File: config.mk
export PLATFORM = sky130hd
export DESIGN_NAME = rom_arb
export DESIGN_NICKNAME = d
export VERILOG_FILES = /design/src/rtl/rom_arb.sv
export SDC_FILE = /design/constraint.sdc
export NUM_CORES = 1
export LEC_CHECK = 0
export BUFFER_PORTS_ARGS = -buffer_cell sky130_fd_sc_hd__buf_4
export CAP_MARGIN = 30
export CORE_MARGIN = 3
export CORE_UTILIZATION = 34
export CTS_CLUSTER_SIZE = 30
export DETAILED_ROUTE_END_ITERATION = 10
export SKIP_LAST_GASP = 1
export SLEW_MARGIN = 30
export SYNTH_ARGS = -nofsm -noshare
export SYNTH_HDL_FRONTEND = slang
export SYNTH_SLANG_ARGS = --single-unit
File: constraint.sdc
create_clock -name clk -period 2.2 [get_ports clk]
set_input_delay 0.22 -clock clk [delete_from_list [all_inputs] [get_ports clk]]
set_output_delay 0.22 -clock clk [all_outputs]
set_load 0.02 [all_outputs]
File: src/rtl/rom_arb.sv
// rom_arb: two-port round-robin arbiter in front of a single shared
// combinational ROM. Each transaction takes three cycles: a grant in
// IDLE, a one-cycle ROM read in ACCESS, and a one-cycle ack in RESP.
module rom_arb #(
  parameter int AW = 8,
  parameter int DW = 8
) (
  input  logic          clk,
  input  logic          rst,
  input  logic          req0,
  input  logic [AW-1:0] adrs0,
  output logic          ack0,
  output logic [DW-1:0] dout0,
  input  logic          req1,
  input  logic [AW-1:0] adrs1,
  output logic          ack1,
  output logic [DW-1:0] dout1,
  output logic [AW-1:0] rom_adrs,
  output logic          rom_rd,
  input  logic [DW-1:0] rom_dout
);

  typedef enum logic [1:0] {
    IDLE   = 2'd0,
    ACCESS = 2'd1,
    RESP   = 2'd2
  } state_t;

  state_t state;
  logic   grant;     // port owning the transaction in flight
  logic   last;      // port granted most recently
  logic   win1;      // port 1 wins the current arbitration

  // Arbitration: a lone requester wins; under contention the port not
  // granted last wins.
  // NOTE: always_comb assigns every output on every path, so no latch is inferred.
  always_comb begin
    win1 = 1'b0;
    if (req1 && (!req0 || !last)) win1 = 1'b1;
  end

  // Transaction FSM with registered outputs; reset aborts any transaction
  // in flight without an ack.
  // NOTE: state updates use non-blocking assignments so every register
  // samples pre-edge values, independent of statement order.
  always_ff @(posedge clk or posedge rst) begin
    if (rst) begin
      state    <= IDLE;
      grant    <= 1'b0;
      last     <= 1'b1;
      ack0     <= 1'b0;
      ack1     <= 1'b0;
      dout0    <= '0;
      dout1    <= '0;
      rom_adrs <= '0;
      rom_rd   <= 1'b0;
    end else begin
      case (state)
        IDLE: begin
          ack0   <= 1'b0;
          ack1   <= 1'b0;
          rom_rd <= 1'b0;
          if (req0 || req1) begin
            grant    <= win1;
            last     <= win1;
            rom_adrs <= win1 ? adrs1 : adrs0;
            rom_rd   <= 1'b1;
            state    <= ACCESS;
          end
        end
        ACCESS: begin
          rom_rd <= 1'b0;
          if (grant) begin
            dout1 <= rom_dout;
            ack1  <= 1'b1;
          end else begin
            dout0 <= rom_dout;
            ack0  <= 1'b1;
          end
          state <= RESP;
        end
        RESP: begin
          ack0  <= 1'b0;
          ack1  <= 1'b0;
          state <= IDLE;
        end
        default: begin
          ack0   <= 1'b0;
          ack1   <= 1'b0;
          rom_rd <= 1'b0;
          state  <= IDLE;
        end
      endcase
    end
  end

endmodule

# Yosys cells after proc, flatten, opt, wreduce, memory -nomap -nowiden
# Index checks and enable logic that the tools add are counted.
# word_totals
word_cells	34
register_bits	31
out_inout_bits	27
in_bits	28
# classes
eq_ne	5
n_bitwise	1
muxes	10
reduce_logical	9
# op_table
op	n
8-bit two-way mux	1
1-bit two-way mux	6
2-bit != test, second input constant	3
2-bit AND reduction	3
2-bit case mux with 2 select lines	1
2-bit by 1-bit equality test with 1-bit output, second input constant	1
2-bit equality test, second input constant	1
1-bit logical NOT	2
2-bit logical NOT	1
1-bit logical OR	2
2-bit two-way mux	1
1-bit case mux with 2 select lines	1
1-bit logical AND	1
1-bit inverter	1

# Longest topological paths before layout
# Gate-level depths: netlist of the first run.
# logic_depth
ltp_word	5
depth_mapped	4
ltp_nobuf	4

# Worst setup path before layout of the first run
# Ideal clock, no wire load.
# synth_path
kind	register -> register
startpoint	register last
endpoint	register rom_adrs[6]
path_stages_with_launch	5
n_path_buf	1
t_arrival_ns	1.311
t_required_ns	2.075
synth_period_minus_slack_ns	1.435
setup_time_ns	0.125
path_slack_ns	0.765
cell_sequence	dfstp_2 -> a21bo_1 -> buf_6 -> mux2_4 -> mux2_2
# synth_via
elab_chain_len	5
# synth_rtl
element	line_no	source
start, declared	31	logic last;
start signal, assigned	65	last <= win1;
1-bit logical NOT	39	if (req1 && (!req0 || !last)) win1 = 1'b1;
1-bit logical OR	39	
1-bit logical AND	39	
1-bit two-way mux	39	
8-bit two-way mux	66	rom_adrs <= win1 ? adrs1 : adrs0;
end signal, assigned	66	
end, declared	18	output logic [AW-1:0] rom_adrs,
# Every way passes these cells.
# A chain may end at the register's enable or synchronous reset.

# Final worst setup path of the first run
# layout_path
startpoint	register last
endpoint	register rom_adrs[3]
# The elaborated chain is that of the path after synthesis.

==> metrics.txt, run 1 <==
# TYPE chip_impl_metric gauge
chip_impl_metric{name="area_of_the_die",unit="sq um"} 4530
chip_impl_info{name="hp-start",value="req0"} 1
chip_impl_metric{name="rr_worst_depth",unit=""} 3
chip_impl_metric{name="cts.htree.levels",unit=""} 2
chip_impl_metric{name="regToRegSetupSlack",unit="ps"} 540
chip_impl_metric{name="vias",unit=""} 877
chip_impl_metric{name="timing.final.crit_period",unit="ps"} 1660
chip_impl_metric{name="core_area",unit="sq um"} 3470
chip_impl_info{name="hold_class",value="in -> reg"} 1
chip_impl_info{name="synth_top_cell_by_area",value="sky130_fd_sc_hd__dfrtp_1"} 1
chip_impl_metric{name="gp_routability_congestion",unit=""} 0.677
chip_impl_metric{name="die-height",unit="um"} 67.3
chip_impl_metric{name="post-synth-top-area-fraction",unit="%"} 58.7
chip_impl_metric{name="die-width",unit="um"} 67.3
chip_impl_metric{name="post_synth_num_cell_types",unit=""} 17
chip_impl_metric{name="final_routed_wirelength",unit="um"} 2540
chip_impl_metric{name="irDropWorstVdd",unit="mV"} 0.616
chip_impl_metric{name="starting_drc_count_in_detailed_routing",unit=""} 24
chip_impl_metric{name="fp-row-count",unit=""} 21
chip_impl_metric{name="slew_headroom",unit="%"} 68.4
chip_impl_info{name="r2r_end",value="rom_adrs[3]$_DFFE_PP0P_"} 1
chip_impl_metric{name="critical_path_peak_fanout",unit=""} 9
chip_impl_metric{name="ctsLongestPathBuffers",unit=""} 2
chip_impl_info{name="worst_r2r_startpoint",value="last$_DFFE_PP1P_"} 1
chip_impl_info{name="critPathSlowestCell",value="sky130_fd_sc_hd__dfstp_2"} 1
chip_impl_metric{name="clock_sinks",unit=""} 31
chip_impl_metric{name="report.final.setup_viol",unit=""} 0
chip_impl_metric{name="final.period_utilization",unit="%"} 75.5
chip_impl_metric{name="postSynthNetCount",unit=""} 112
chip_impl_metric{name="total_routing_usage_gr",unit="%"} 12.7
chip_impl_info{name="synth.area.top_cells",value="sky130_fd_sc_hd__dfrtp_1 59%, sky130_fd_sc_hd__mux2_2 21%, sky130_fd_sc_hd__mux2_4 9.4%, sky130_fd_sc_hd__dfstp_2 2.1%, sky130_fd_sc_hd__inv_1 1.2%"} 1
chip_impl_metric{name="final_hold_vio_count",unit=""} 0
chip_impl_metric{name="postSynthAreaPerCell",unit="sq um"} 15.2
chip_impl_metric{name="seq_area_frac_synth",unit="%"} 60.8
chip_impl_metric{name="grt_start_max_net_pins",unit=""} 21
chip_impl_metric{name="layout-area-overhead-vs-synth",unit="%"} 43.2
chip_impl_metric{name="num_antenna_cells",unit=""} 0
chip_impl_metric{name="initial_core_utilization",unit="%"} 36.9
chip_impl_metric{name="timing.critical_path.required",unit="ps"} 2360
chip_impl_metric{name="cts_hold_buf",unit=""} 1
chip_impl_metric{name="number_of_enable_flip_flop_cells_after_synthesis",unit=""} 0
chip_impl_metric{name="grt_remaining_overflow",unit=""} 0
chip_impl_metric{name="syn_area",unit="sq um"} 1280
chip_impl_info{name="worstSetupEndpointType",value="flip-flop"} 1
chip_impl_metric{name="route.detailed.wl_per_inst",unit="um"} 13.2
chip_impl_metric{name="clkLatencyLatePin",unit="ps"} 280
chip_impl_metric{name="cts_made_buffers",unit=""} 5
chip_impl_info{name="tritoncts",value="built"} 1
chip_impl_metric{name="cellLeakagePower",unit="nW"} 0.907
chip_impl_info{name="outcome",value="complete, no violations"} 1
chip_impl_info{name="clock-root-buffer",value="sky130_fd_sc_hd__clkbuf_8"} 1
chip_impl_metric{name="grt_pass1_wl",unit="um"} 4110
chip_impl_metric{name="worstPathBufferInverterCount",unit=""} 0
chip_impl_metric{name="cp_slowest_stage_delay",unit="ps"} 540
chip_impl_metric{name="timing.critical_path.arrival",unit="ps"} 1820
chip_impl_metric{name="final_antenna_net_count",unit=""} 0
chip_impl_metric{name="drc",unit=""} 0
chip_impl_info{name="cpLargestDelayFamily",value="multiplexers"} 1
chip_impl_metric{name="timing_max_transition_violations_final",unit=""} 0
chip_impl_metric{name="placement.io_buffers",unit=""} 54
chip_impl_metric{name="number_of_global_route_vias_before_repair",unit=""} 897
chip_impl_metric{name="yosys_register_bits",unit=""} 31
chip_impl_metric{name="worst_slack",unit="ps"} 540
chip_impl_metric{name="number_of_cells_produced_by_synthesis",unit=""} 84
chip_impl_metric{name="vias_per_cell",unit=""} 4.54
chip_impl_metric{name="synth-warning-count",unit=""} 0
chip_impl_info{name="critPathKind",value="reg -> reg"} 1
chip_impl_metric{name="timing_worst_slew_pin_value",unit="ps"} 473
chip_impl_metric{name="first_pass_iters",unit=""} 4
chip_impl_metric{name="cts_resized",unit=""} 0
chip_impl_metric{name="setup_slack_at_placement",unit="ps"} 517
chip_impl_metric{name="finish.net_count",unit=""} 174
chip_impl_metric{name="clk_pin_slew_worst_paths",unit="ps"} 50
chip_impl_metric{name="achievable-frequency",unit="MHz"} 602
chip_impl_metric{name="worstHoldPathCells",unit=""} 2
chip_impl_info{name="yosys.cell_count.top_type",value="sky130_fd_sc_hd__dfrtp_1"} 1
chip_impl_metric{name="postSynth.asyncResetShare",unit="%"} 100
chip_impl_info{name="whs_endpoint",value="last$_DFFE_PP1P_"} 1
chip_impl_metric{name="final.setup.tns",unit="ps"} 0
chip_impl_metric{name="post-cts-setup-buffer-count",unit=""} 0
chip_impl_metric{name="power.density_cell_area",unit="nW/um^2"} 1530
chip_impl_info{name="yosys-top-cells-count",value="30 x sky130_fd_sc_hd__dfrtp_1, 24 x sky130_fd_sc_hd__mux2_2, 8 x sky130_fd_sc_hd__mux2_4"} 1
chip_impl_info{name="flip_flop_cell_with_the_highest_count_after_synthesis",value="sky130_fd_sc_hd__dfrtp_1"} 1
chip_impl_metric{name="grt_antenna_before_repair",unit=""} 0
chip_impl_metric{name="final_layout_size_suffix_gt1_share",unit="%"} 65.3
chip_impl_metric{name="final.setup_skew",unit="ps"} 6.29
chip_impl_info{name="grt_setup_unrepaired",value="false"} 1
chip_impl_metric{name="pin_count",unit=""} 55
chip_impl_info{name="start_kind",value="flip-flop"} 1
chip_impl_info{name="cp_cell_sequence",value="a21bo_1 -> mux2_4 -> mux2_2"} 1
chip_impl_metric{name="total_of_max_cap_violations",unit=""} 0
==> worst max-delay path by stage <==
stage | end | cells after the start | startpoint
4_1_cts | rom_adrs[3]$_DFFE_PP0P_ | 3 | last$_DFFE_PP1P_
3_5_place_dp | rom_adrs[4]$_DFFE_PP0P_ | 3 | last$_DFFE_PP1P_
2_1_floorplan | rom_adrs[6]$_DFFE_PP0P_ | 4 | last$_DFFE_PP1P_
5_1_grt | rom_adrs[4]$_DFFE_PP0P_ | 3 | last$_DFFE_PP1P_
6_report | rom_adrs[3]$_DFFE_PP0P_ | 3 | last$_DFFE_PP1P_
3_3_place_gp | rom_adrs[3]$_DFFE_PP0P_ | 3 | last$_DFFE_PP1P_
==> cell usage in the layout, fill, tap and decap left out <==
cell                             n
sky130_fd_sc_hd__nor3_1          1
sky130_fd_sc_hd__clkbuf_8        5
sky130_fd_sc_hd__a21o_1          1
sky130_fd_sc_hd__a31oi_1         1
sky130_fd_sc_hd__mux2_4          8
sky130_fd_sc_hd__nand2_1         2
sky130_fd_sc_hd__clkbuf_1        2
sky130_fd_sc_hd__nand2b_1        1
sky130_fd_sc_hd__inv_1           4
sky130_fd_sc_hd__buf_4          56
sky130_fd_sc_hd__dlygate4sd3_1   1
sky130_fd_sc_hd__nor2_2          1
sky130_fd_sc_hd__dfstp_2         1
sky130_fd_sc_hd__dfrtp_1        30
sky130_fd_sc_hd__mux2_2         24
sky130_fd_sc_hd__o21ai_0         2
sky130_fd_sc_hd__clkinv_2        1
sky130_fd_sc_hd__a21bo_1         1
sky130_fd_sc_hd__a21oi_1         2
sky130_fd_sc_hd__nor2_1          3
==> worst register-to-register path, cell delays in order, from the launching register on <==
cell and delay, ps:
sky130_fd_sc_hd__dfstp_2 540, sky130_fd_sc_hd__a21bo_1 410, sky130_fd_sc_hd__mux2_4 340, sky130_fd_sc_hd__mux2_2 250
==> per-layer routing <==
| metal | part of all wire (%) | global-route usage [%] | wire length (um) | vias up |
|---|---|---|---|---|
| met5 | 0 | 0 | 0 | - |
| met4 | 1.6 | 6.08 | 40 | 0 |
| met3 | 11 | 5.82 | 287 | 6 |
| met2 | 45 | 19.5 | 1130 | 51 |
| met1 | 43 | 15.1 | 1080 | 403 |
| li1 | - | - | - | 417 |
==> kinds of logic (layout without fill, tap and decap cells) <==
| family | after synthesis | in the layout | synth area share (%) |
|---|---|---|---|
| muxes | 32 | 32 | 30.5 |
| buffers and inverters | 6 | 69 | 2.45 |
| AOI/OAI and AO/OA | 7 | 7 | 3.43 |
| DFF | 31 | 31 | 60.8 |
| and+or+nand+nor | 8 | 8 | 2.84 |
==> flip-flops by register name, summed over array words and instances (netlist names) <==
name / cells
rom_rd: 1
rom_adrs: 8
dout1: 8
ack1: 1
grant: 1
ack0: 1
state: 2
dout0: 8
last: 1
==> final cells by class <==
cell class	count	area, sq um
Timing Repair Buffer	57	430
Fill cell	322	1640
Clock buffer	7	76.3
Inverter	4	15.0
Sequential cell	31	777
Clock inverter	1	5.00
Multi-Input combinational cell	47	470
Tap cell	46	57.6
==> report_power, final <==
group	internal, mW	switching, mW	leakage, nW
clock	0.221	0.191	0.0422
combinational	0.688	0.654	0.497
sequential	0.872	0.168	0.368
total	1.78	1.01	0.907
==> stage by stage <==
stage	hold WS (ps)	total power, mW	cells	utilization (%)	area [sq um]
5_1_grt	129	2.99	193	52.8	1830
3_5_place_dp	277	2.41	184	50.2	1740
4_1_cts	129	2.84	193	52.8	1830
6_report	138	2.79	193	52.8	1830
3_3_place_gp	258	2.38	184	50.2	1740
2_1_floorplan	290	1.85	84	-	1280
Power figures use the tool's default switching activity.
==> run 2: changes to the inputs <==
--- a/config.mk
+++ b/config.mk
@@ -5,6 +5,7 @@
 export SDC_FILE = /design/constraint.sdc
 export NUM_CORES = 1
 export LEC_CHECK = 0
+export ABC_AREA = 1
 export BUFFER_PORTS_ARGS = -buffer_cell sky130_fd_sc_hd__buf_4
 export CAP_MARGIN = 30
 export CORE_MARGIN = 3
==> constraint.sdc (replaced) <==
create_clock -name clk -period 1.7 [get_ports clk]
set_input_delay 0.17 -clock clk [delete_from_list [all_inputs] [get_ports clk]]
set_output_delay 0.17 -clock clk [all_outputs]
set_load 0.02 [all_outputs]
==> metrics.txt, run 2 <==
# TYPE chip_impl_metric gauge
chip_impl_info{name="start_kind",value="flip-flop"} 1
chip_impl_metric{name="total_routing_usage_gr",unit="%"} 13.3
chip_impl_info{name="most_used_cell_cp",value="sky130_fd_sc_hd__nand2_1"} 1
chip_impl_info{name="yosys.cell_count.top_type",value="sky130_fd_sc_hd__nand2_1"} 1
chip_impl_metric{name="num_antenna_cells",unit=""} 0
chip_impl_metric{name="cellLeakagePower",unit="nW"} 1.09
chip_impl_metric{name="route.detailed.wl_per_inst",unit="um"} 11.8
chip_impl_metric{name="finalHoldWorstSlack",unit="ps"} 173
chip_impl_info{name="yosys-top-cells-count",value="41 x sky130_fd_sc_hd__nand2_1, 30 x sky130_fd_sc_hd__dfrtp_1, 27 x sky130_fd_sc_hd__inv_1"} 1
chip_impl_metric{name="die-height",unit="um"} 70.3
chip_impl_metric{name="vias",unit=""} 1160
chip_impl_metric{name="number_of_cells_produced_by_synthesis",unit=""} 152
chip_impl_metric{name="grt_remaining_overflow",unit=""} 0
chip_impl_metric{name="post-route-cell-area",unit="sq um"} 1930
chip_impl_metric{name="postSynthNetCount",unit=""} 180
chip_impl_metric{name="timing.final.crit_period",unit="ps"} 1210
chip_impl_metric{name="core_area",unit="sq um"} 3830
chip_impl_metric{name="clkLatencyLatePin",unit="ps"} 270
chip_impl_metric{name="final_antenna_net_count",unit=""} 0
chip_impl_metric{name="setup_slack_at_placement",unit="ps"} 501
chip_impl_metric{name="final.setup_skew",unit="ps"} 3.70
chip_impl_metric{name="fp-row-count",unit=""} 22
chip_impl_info{name="outcome",value="complete, no violations"} 1
chip_impl_metric{name="number_of_global_route_vias_before_repair",unit=""} 1194
chip_impl_metric{name="number_of_enable_flip_flop_cells_after_synthesis",unit=""} 0
chip_impl_metric{name="timing_worst_slew_pin_value",unit="ps"} 382
chip_impl_metric{name="final_hold_vio_count",unit=""} 0
chip_impl_metric{name="gp_routability_congestion",unit=""} 0.768
chip_impl_metric{name="synth_fa_ha_area_share",unit="%"} 0
chip_impl_metric{name="grt_start_max_net_pins",unit=""} 32
chip_impl_metric{name="post_synth_xor_area_fraction",unit="%"} 0
chip_impl_metric{name="final_routed_wirelength",unit="um"} 3050
chip_impl_metric{name="final_core_utilization",unit="%"} 50.4
chip_impl_metric{name="timing.critical_path.required",unit="ps"} 1870
chip_impl_metric{name="slew_headroom",unit="%"} 74.5
chip_impl_metric{name="power.density_cell_area",unit="nW/um^2"} 1890
chip_impl_info{name="synth_top_cell_by_area",value="sky130_fd_sc_hd__dfrtp_1"} 1
chip_impl_metric{name="final_layout_size_suffix_gt1_share",unit="%"} 42.2
chip_impl_info{name="layout.cells.most_common",value="sky130_fd_sc_hd__buf_4"} 1
chip_impl_metric{name="proportion_of_synthesized_area_in_mux_cells",unit="%"} 0
chip_impl_metric{name="layout-area-overhead-vs-synth",unit="%"} 37.3
chip_impl_info{name="flip_flop_cell_with_the_highest_count_after_synthesis",value="sky130_fd_sc_hd__dfrtp_1"} 1
chip_impl_metric{name="first_pass_iters",unit=""} 4
chip_impl_metric{name="finish.net_count",unit=""} 240
chip_impl_metric{name="die-width",unit="um"} 70.3
chip_impl_info{name="synth_top_family_by_area",value="simple AND/OR/NAND/NOR gates"} 1
chip_impl_metric{name="post_synth_num_cell_types",unit=""} 17
chip_impl_metric{name="post-cts-setup-buffer-count",unit=""} 0
chip_impl_metric{name="seq_area_frac_synth",unit="%"} 55.3
chip_impl_metric{name="cts.htree.levels",unit=""} 2
chip_impl_metric{name="clk_pin_slew_worst_paths",unit="ps"} 60
chip_impl_info{name="tritoncts",value="built"} 1
chip_impl_metric{name="report.final.setup_viol",unit=""} 0
chip_impl_metric{name="final.period_utilization",unit="%"} 70.9
chip_impl_metric{name="final.setup.tns",unit="ps"} 0
chip_impl_metric{name="synth-warning-count",unit=""} 0
chip_impl_info{name="worstSetupEndpointType",value="flip-flop"} 1
chip_impl_metric{name="grt_antenna_before_repair",unit=""} 0
chip_impl_metric{name="synth_compound_gate_area_share",unit="%"} 11.4
chip_impl_metric{name="post-synth-top-area-fraction",unit="%"} 53.4
chip_impl_metric{name="nFillCells",unit=""} 362
chip_impl_metric{name="initial_core_utilization",unit="%"} 36.7
chip_impl_info{name="critPathSlowestCell",value="sky130_fd_sc_hd__dfstp_2"} 1
chip_impl_metric{name="timing.critical_path.arrival",unit="ps"} 1370
chip_impl_metric{name="grt_pass1_wl",unit="um"} 5270
chip_impl_metric{name="postSynthAreaPerCell",unit="sq um"} 9.24
chip_impl_metric{name="worst_slack",unit="ps"} 495
chip_impl_metric{name="total_of_max_cap_violations",unit=""} 0
chip_impl_metric{name="achievable-frequency",unit="MHz"} 830
chip_impl_metric{name="clock_sinks",unit=""} 31
chip_impl_metric{name="yosys_register_bits",unit=""} 31
chip_impl_metric{name="ctsLongestPathBuffers",unit=""} 2
chip_impl_info{name="critPathKind",value="reg -> reg"} 1
chip_impl_metric{name="placement_cell_area",unit="sq um"} 1850
chip_impl_metric{name="syn_area",unit="sq um"} 1410
chip_impl_metric{name="yosys.area_share.simple",unit="%"} 22.8
chip_impl_metric{name="postSynth.asyncResetShare",unit="%"} 100
chip_impl_metric{name="irDropWorstVdd",unit="mV"} 0.960
chip_impl_metric{name="drc",unit=""} 0
chip_impl_metric{name="starting_drc_count_in_detailed_routing",unit=""} 51
chip_impl_metric{name="placement.io_buffers",unit=""} 54
chip_impl_metric{name="cp_slowest_stage_delay",unit="ps"} 530
chip_impl_metric{name="pin_count",unit=""} 55
chip_impl_info{name="grt_setup_unrepaired",value="false"} 1
chip_impl_metric{name="area_of_the_die",unit="sq um"} 4940
chip_impl_metric{name="timing_max_transition_violations_final",unit=""} 0
chip_impl_metric{name="cts_made_buffers",unit=""} 5
chip_impl_info{name="cp_cell_sequence",value="nand2_2 -> nand2_1 -> nand2_1 -> nand3_1 -> nand2_1"} 1
chip_impl_metric{name="place.detailed.hpwl",unit="um"} 2320
chip_impl_info{name="clock-root-buffer",value="sky130_fd_sc_hd__clkbuf_8"} 1
chip_impl_metric{name="vias_per_cell",unit=""} 4.48
chip_impl_info{name="hold_class",value="in -> reg"} 1
chip_impl_info{name="synth.area.top_cells",value="sky130_fd_sc_hd__dfrtp_1 53%, sky130_fd_sc_hd__nand2_1 11%, sky130_fd_sc_hd__o21ai_2 10%, sky130_fd_sc_hd__inv_1 7.2%, sky130_fd_sc_hd__nand3_1 6.1%"} 1
chip_impl_info{name="mostFrequentLayoutCells",value="56 x sky130_fd_sc_hd__buf_4, 41 x sky130_fd_sc_hd__nand2_1, 30 x sky130_fd_sc_hd__dfrtp_1, 27 x sky130_fd_sc_hd__inv_1, 17 x sky130_fd_sc_hd__nand3_1"} 1
chip_impl_info{name="layout_top_registers",value="dout0 x8, dout1 x8, rom_adrs x8"} 1
chip_impl_metric{name="critical_path_peak_fanout",unit=""} 10
-- run 2: cell count changes in the layout (fill, tap and decap cells not counted), sizes merged, moves of 2 or more --
cell and delta:
nand2 +46, o21ai +15, mux2 -32, inv +25, o21a +2, nand3 +17, a21oi -2
-- run 2: worst paths after layout --
path / from / endpoint / slack [ps] / depth (start not counted)
hold / removal: rom_dout[6] / dout0[6]$_DFFE_PP0P_ / 170 / 3
setup / recovery: last$_DFFE_PP1P_ / rom_adrs[7]$_DFFE_PP0P_ / 490 / 5
max in group asynchronous: rst / last$_DFFE_PP1P_ / 850 / 4
min in group asynchronous: rst / ack0$_DFFE_PP0P_ / 530 / 4
hold reg to reg: last$_DFFE_PP1P_ / last$_DFFE_PP1P_ / 470 / 2
setup reg to reg: last$_DFFE_PP1P_ / rom_adrs[7]$_DFFE_PP0P_ / 490 / 5
-- run 2: report_power, final --
part	internal (mW)	switching, mW
Sequential	1.11	0.220
Combinational	0.747	1.06
Clock	0.272	0.238
-- run 2: what timing repair did --
item                                   4_1_cts  5_1_grt
gates resized for setup                      0        0
hold buffers                                 1        0
endpoints found under the hold margin       30        0
-- run 2: layout make-up --
type	count	area, sq um	area share (%)
sequential	31	777	40.3
inverter	29	109	5.64
clock buffer	6	72.6	3.76
tap	48	60.1	3.11
multi-input combinational	88	480	24.9
timing repair buffer	57	430	22.3
-- run 2: kinds of logic after synthesis --
kind of cell           Yosys count
AND/OR/NAND/NOR                 69
AO/OA/AOI/OAI                   19
flip-flops                      31
buffers and inverters           33
-- run 2: worst max-delay path: cells and delay by family, from the launching register on --
family | cells | cell delay [ps]
and+or+nand+nor | 5 | 570
DFF | 1 | 530
-- run 2: metal layers --
layer | global-route usage, % | up-vias | wire, um
met1 | 15.8 | 513 | 1280
met3 | 6.47 | 5 | 365
met4 | 3.83 | 0 | 38
met5 | 0 | - | 0
met2 | 21.2 | 61 | 1360
li1 | - | 581 | -
-- run 2: per-stage QoR --
step           std cells  total power, mW
3_5_place_dp         252             3.19
4_1_cts              259             3.73
2_1_floorplan        152             2.51
6_report             259             3.65
3_3_place_gp         252             3.15
5_1_grt              259             3.92
==> run 3: changes to the inputs <==
==> constraint.sdc (replaced) <==
create_clock -name clk -period 1.2 [get_ports clk]
set_input_delay 0.12 -clock clk [delete_from_list [all_inputs] [get_ports clk]]
set_output_delay 0.12 -clock clk [all_outputs]
set_load 0.02 [all_outputs]
==> metrics.txt, run 3 (same netlist as run 2, synthesis figures left out) <==
# TYPE chip_impl_metric gauge
chip_impl_metric{name="clock_sinks",unit=""} 31
chip_impl_metric{name="final.period_utilization",unit="%"} 94.5
chip_impl_metric{name="timing.final.crit_period",unit="ps"} 1130
chip_impl_metric{name="finish.net_count",unit=""} 243
chip_impl_metric{name="timing_max_transition_violations_final",unit=""} 0
chip_impl_metric{name="route.detailed.wl_per_inst",unit="um"} 12.1
chip_impl_metric{name="rr_worst_depth",unit=""} 4
chip_impl_metric{name="timing.critical_path.required",unit="ps"} 1360
chip_impl_metric{name="num_antenna_cells",unit=""} 0
chip_impl_metric{name="initial_core_utilization",unit="%"} 36.7
chip_impl_metric{name="final_routed_wirelength",unit="um"} 3190
chip_impl_info{name="hp-start",value="rom_dout[6]"} 1
chip_impl_metric{name="die-width",unit="um"} 70.3
chip_impl_metric{name="vias_per_cell",unit=""} 4.56
chip_impl_info{name="whs_endpoint",value="dout1[6]$_DFFE_PP0P_"} 1
chip_impl_info{name="tritoncts",value="built"} 1
chip_impl_metric{name="ctsLongestPathBuffers",unit=""} 2
chip_impl_info{name="critPathKind",value="reg -> reg"} 1
chip_impl_metric{name="timing_worst_slew_pin_value",unit="ps"} 366
chip_impl_metric{name="clkLatencyLatePin",unit="ps"} 270
chip_impl_info{name="outcome",value="complete, no violations"} 1
chip_impl_metric{name="placement_cell_area",unit="sq um"} 1870
chip_impl_metric{name="starting_drc_count_in_detailed_routing",unit=""} 74
chip_impl_metric{name="total_of_max_cap_violations",unit=""} 0
chip_impl_info{name="layout.cells.most_common",value="sky130_fd_sc_hd__buf_4"} 1
chip_impl_info{name="start_kind",value="flip-flop"} 1
chip_impl_metric{name="grt_antenna_before_repair",unit=""} 0
chip_impl_info{name="worst_r2r_startpoint",value="state[1]$_DFFE_PP0P_"} 1
chip_impl_metric{name="grt_remaining_overflow",unit=""} 0
chip_impl_metric{name="place.detailed.hpwl",unit="um"} 2460
chip_impl_metric{name="core_area",unit="sq um"} 3830
chip_impl_info{name="mostFrequentLayoutCells",value="58 x sky130_fd_sc_hd__buf_4, 41 x sky130_fd_sc_hd__nand2_1, 30 x sky130_fd_sc_hd__dfrtp_1, 27 x sky130_fd_sc_hd__inv_1, 17 x sky130_fd_sc_hd__nand3_1"} 1
chip_impl_metric{name="irDropWorstVdd",unit="mV"} 1.33
chip_impl_metric{name="fp-row-count",unit=""} 22
chip_impl_metric{name="regToRegSetupSlack",unit="ps"} 70
chip_impl_metric{name="final.setup_skew",unit="ps"} 2.35
chip_impl_metric{name="gp_routability_congestion",unit=""} 0.836
chip_impl_metric{name="grt_start_max_net_pins",unit=""} 18
chip_impl_metric{name="grt_pass1_wl",unit="um"} 5680
chip_impl_metric{name="slew_headroom",unit="%"} 75.6
chip_impl_metric{name="cellLeakagePower",unit="nW"} 1.12
chip_impl_info{name="grt_setup_unrepaired",value="true"} 1
chip_impl_metric{name="total_routing_usage_gr",unit="%"} 14.4
chip_impl_metric{name="final_core_utilization",unit="%"} 52.2
chip_impl_metric{name="final_layout_size_suffix_gt1_share",unit="%"} 43.5
chip_impl_info{name="clock-root-buffer",value="sky130_fd_sc_hd__clkbuf_8"} 1
chip_impl_metric{name="cts_made_buffers",unit=""} 5
chip_impl_metric{name="vias",unit=""} 1204
chip_impl_metric{name="area_of_the_die",unit="sq um"} 4940
chip_impl_metric{name="report.final.setup_viol",unit=""} 0
chip_impl_metric{name="number_of_global_route_vias_before_repair",unit=""} 1235
chip_impl_metric{name="layout-area-overhead-vs-synth",unit="%"} 42.1
chip_impl_metric{name="post-route-cell-area",unit="sq um"} 2000
chip_impl_info{name="hold_class",value="in -> reg"} 1
chip_impl_metric{name="cts.htree.levels",unit=""} 2
chip_impl_metric{name="pin_count",unit=""} 55
chip_impl_metric{name="timing.critical_path.arrival",unit="ps"} 1290
chip_impl_metric{name="critical_path_peak_fanout",unit=""} 16
chip_impl_metric{name="clk_pin_slew_worst_paths",unit="ps"} 60
chip_impl_info{name="layout_top_registers",value="dout0 x8, dout1 x8, rom_adrs x8"} 1
chip_impl_metric{name="final_antenna_net_count",unit=""} 0
chip_impl_metric{name="final_hold_vio_count",unit=""} 0
chip_impl_metric{name="achievable-frequency",unit="MHz"} 882
chip_impl_info{name="r2r_end",value="dout0[5]$_DFFE_PP0P_"} 1
chip_impl_metric{name="drc",unit=""} 0
chip_impl_info{name="worstSetupEndpointType",value="flip-flop"} 1
chip_impl_metric{name="worstHoldPathCells",unit=""} 3
chip_impl_metric{name="placement.io_buffers",unit=""} 54
chip_impl_metric{name="first_pass_iters",unit=""} 4
chip_impl_metric{name="power.density_cell_area",unit="nW/um^2"} 2710
chip_impl_metric{name="die-height",unit="um"} 70.3
[run 3: per-layer routing]
layer  share of wire (%)  routed length (um)  GRT usage [%]  vias to the layer above
met4                 1.4                  46           5.11                        0
met3                  12                 398           6.91                        7
met5                   0                   0              0                        -
li1                    -                   -              -                      592
met2                  45                1430           21.9                       69
met1                  41                1320           17.6                      536
[run 3: per-stage QoR]
step	instances	hold slack, ps	worst slack (ps)	setup TNS (ps)	total power [mW]
after floorplan	152	223	129	0	3.55
after global placement	254	116	102	0	4.50
after detailed placement	254	119	60.5	0	4.56
after CTS	263	111	45.4	0	5.47
after global routing	264	121	-15.3	-19.0	5.82
final	264	125	66.2	0	5.41
[run 3: what timing repair did]
item                       CTS  global route
resized for setup            0             1
setup endpoints to repair    0            15
hold endpoints to repair     6             0
buffers inserted             0             1
hold buffers                 1             0
[run 3: power by group]
group	total, mW	internal [mW]	switching, mW	leakage [nW]
Clock	0.878	0.522	0.355	0.0515
Combinational	2.63	1.10	1.53	0.688
Sequential	1.91	1.58	0.330	0.381
[run 3: final cells by class]
class	instances	area (sq um)
clock buffer	8	100
inverter	29	109
multi-input combinational	88	485
fill	379	1830
tap	48	60.1
timing repair buffer	60	465
sequential	31	777
[run 3: worst max-delay path by stage]
| stage | from | end | slack [ps] |
|---|---|---|---|
| after floorplan | last$_DFFE_PP1P_ | rom_adrs[0]$_DFFE_PP0P_ | 130 |
| after global placement | state[1]$_DFFE_PP0P_ | dout0[3]$_DFFE_PP0P_ | 100 |
| after detailed placement | state[1]$_DFFE_PP0P_ | dout0[5]$_DFFE_PP0P_ | 60 |
| after CTS | state[1]$_DFFE_PP0P_ | dout0[5]$_DFFE_PP0P_ | 50 |
| after global routing | state[1]$_DFFE_PP0P_ | dout0[3]$_DFFE_PP0P_ | -20 |
| final | state[1]$_DFFE_PP0P_ | dout0[5]$_DFFE_PP0P_ | 70 |
[run 3: critical path: stages, from the launching register on]
cell	delay, ps
sky130_fd_sc_hd__dfrtp_1	420
sky130_fd_sc_hd__nor2_4	220
sky130_fd_sc_hd__nand2_4	190
sky130_fd_sc_hd__nand2_1	130
sky130_fd_sc_hd__o21ai_2	60
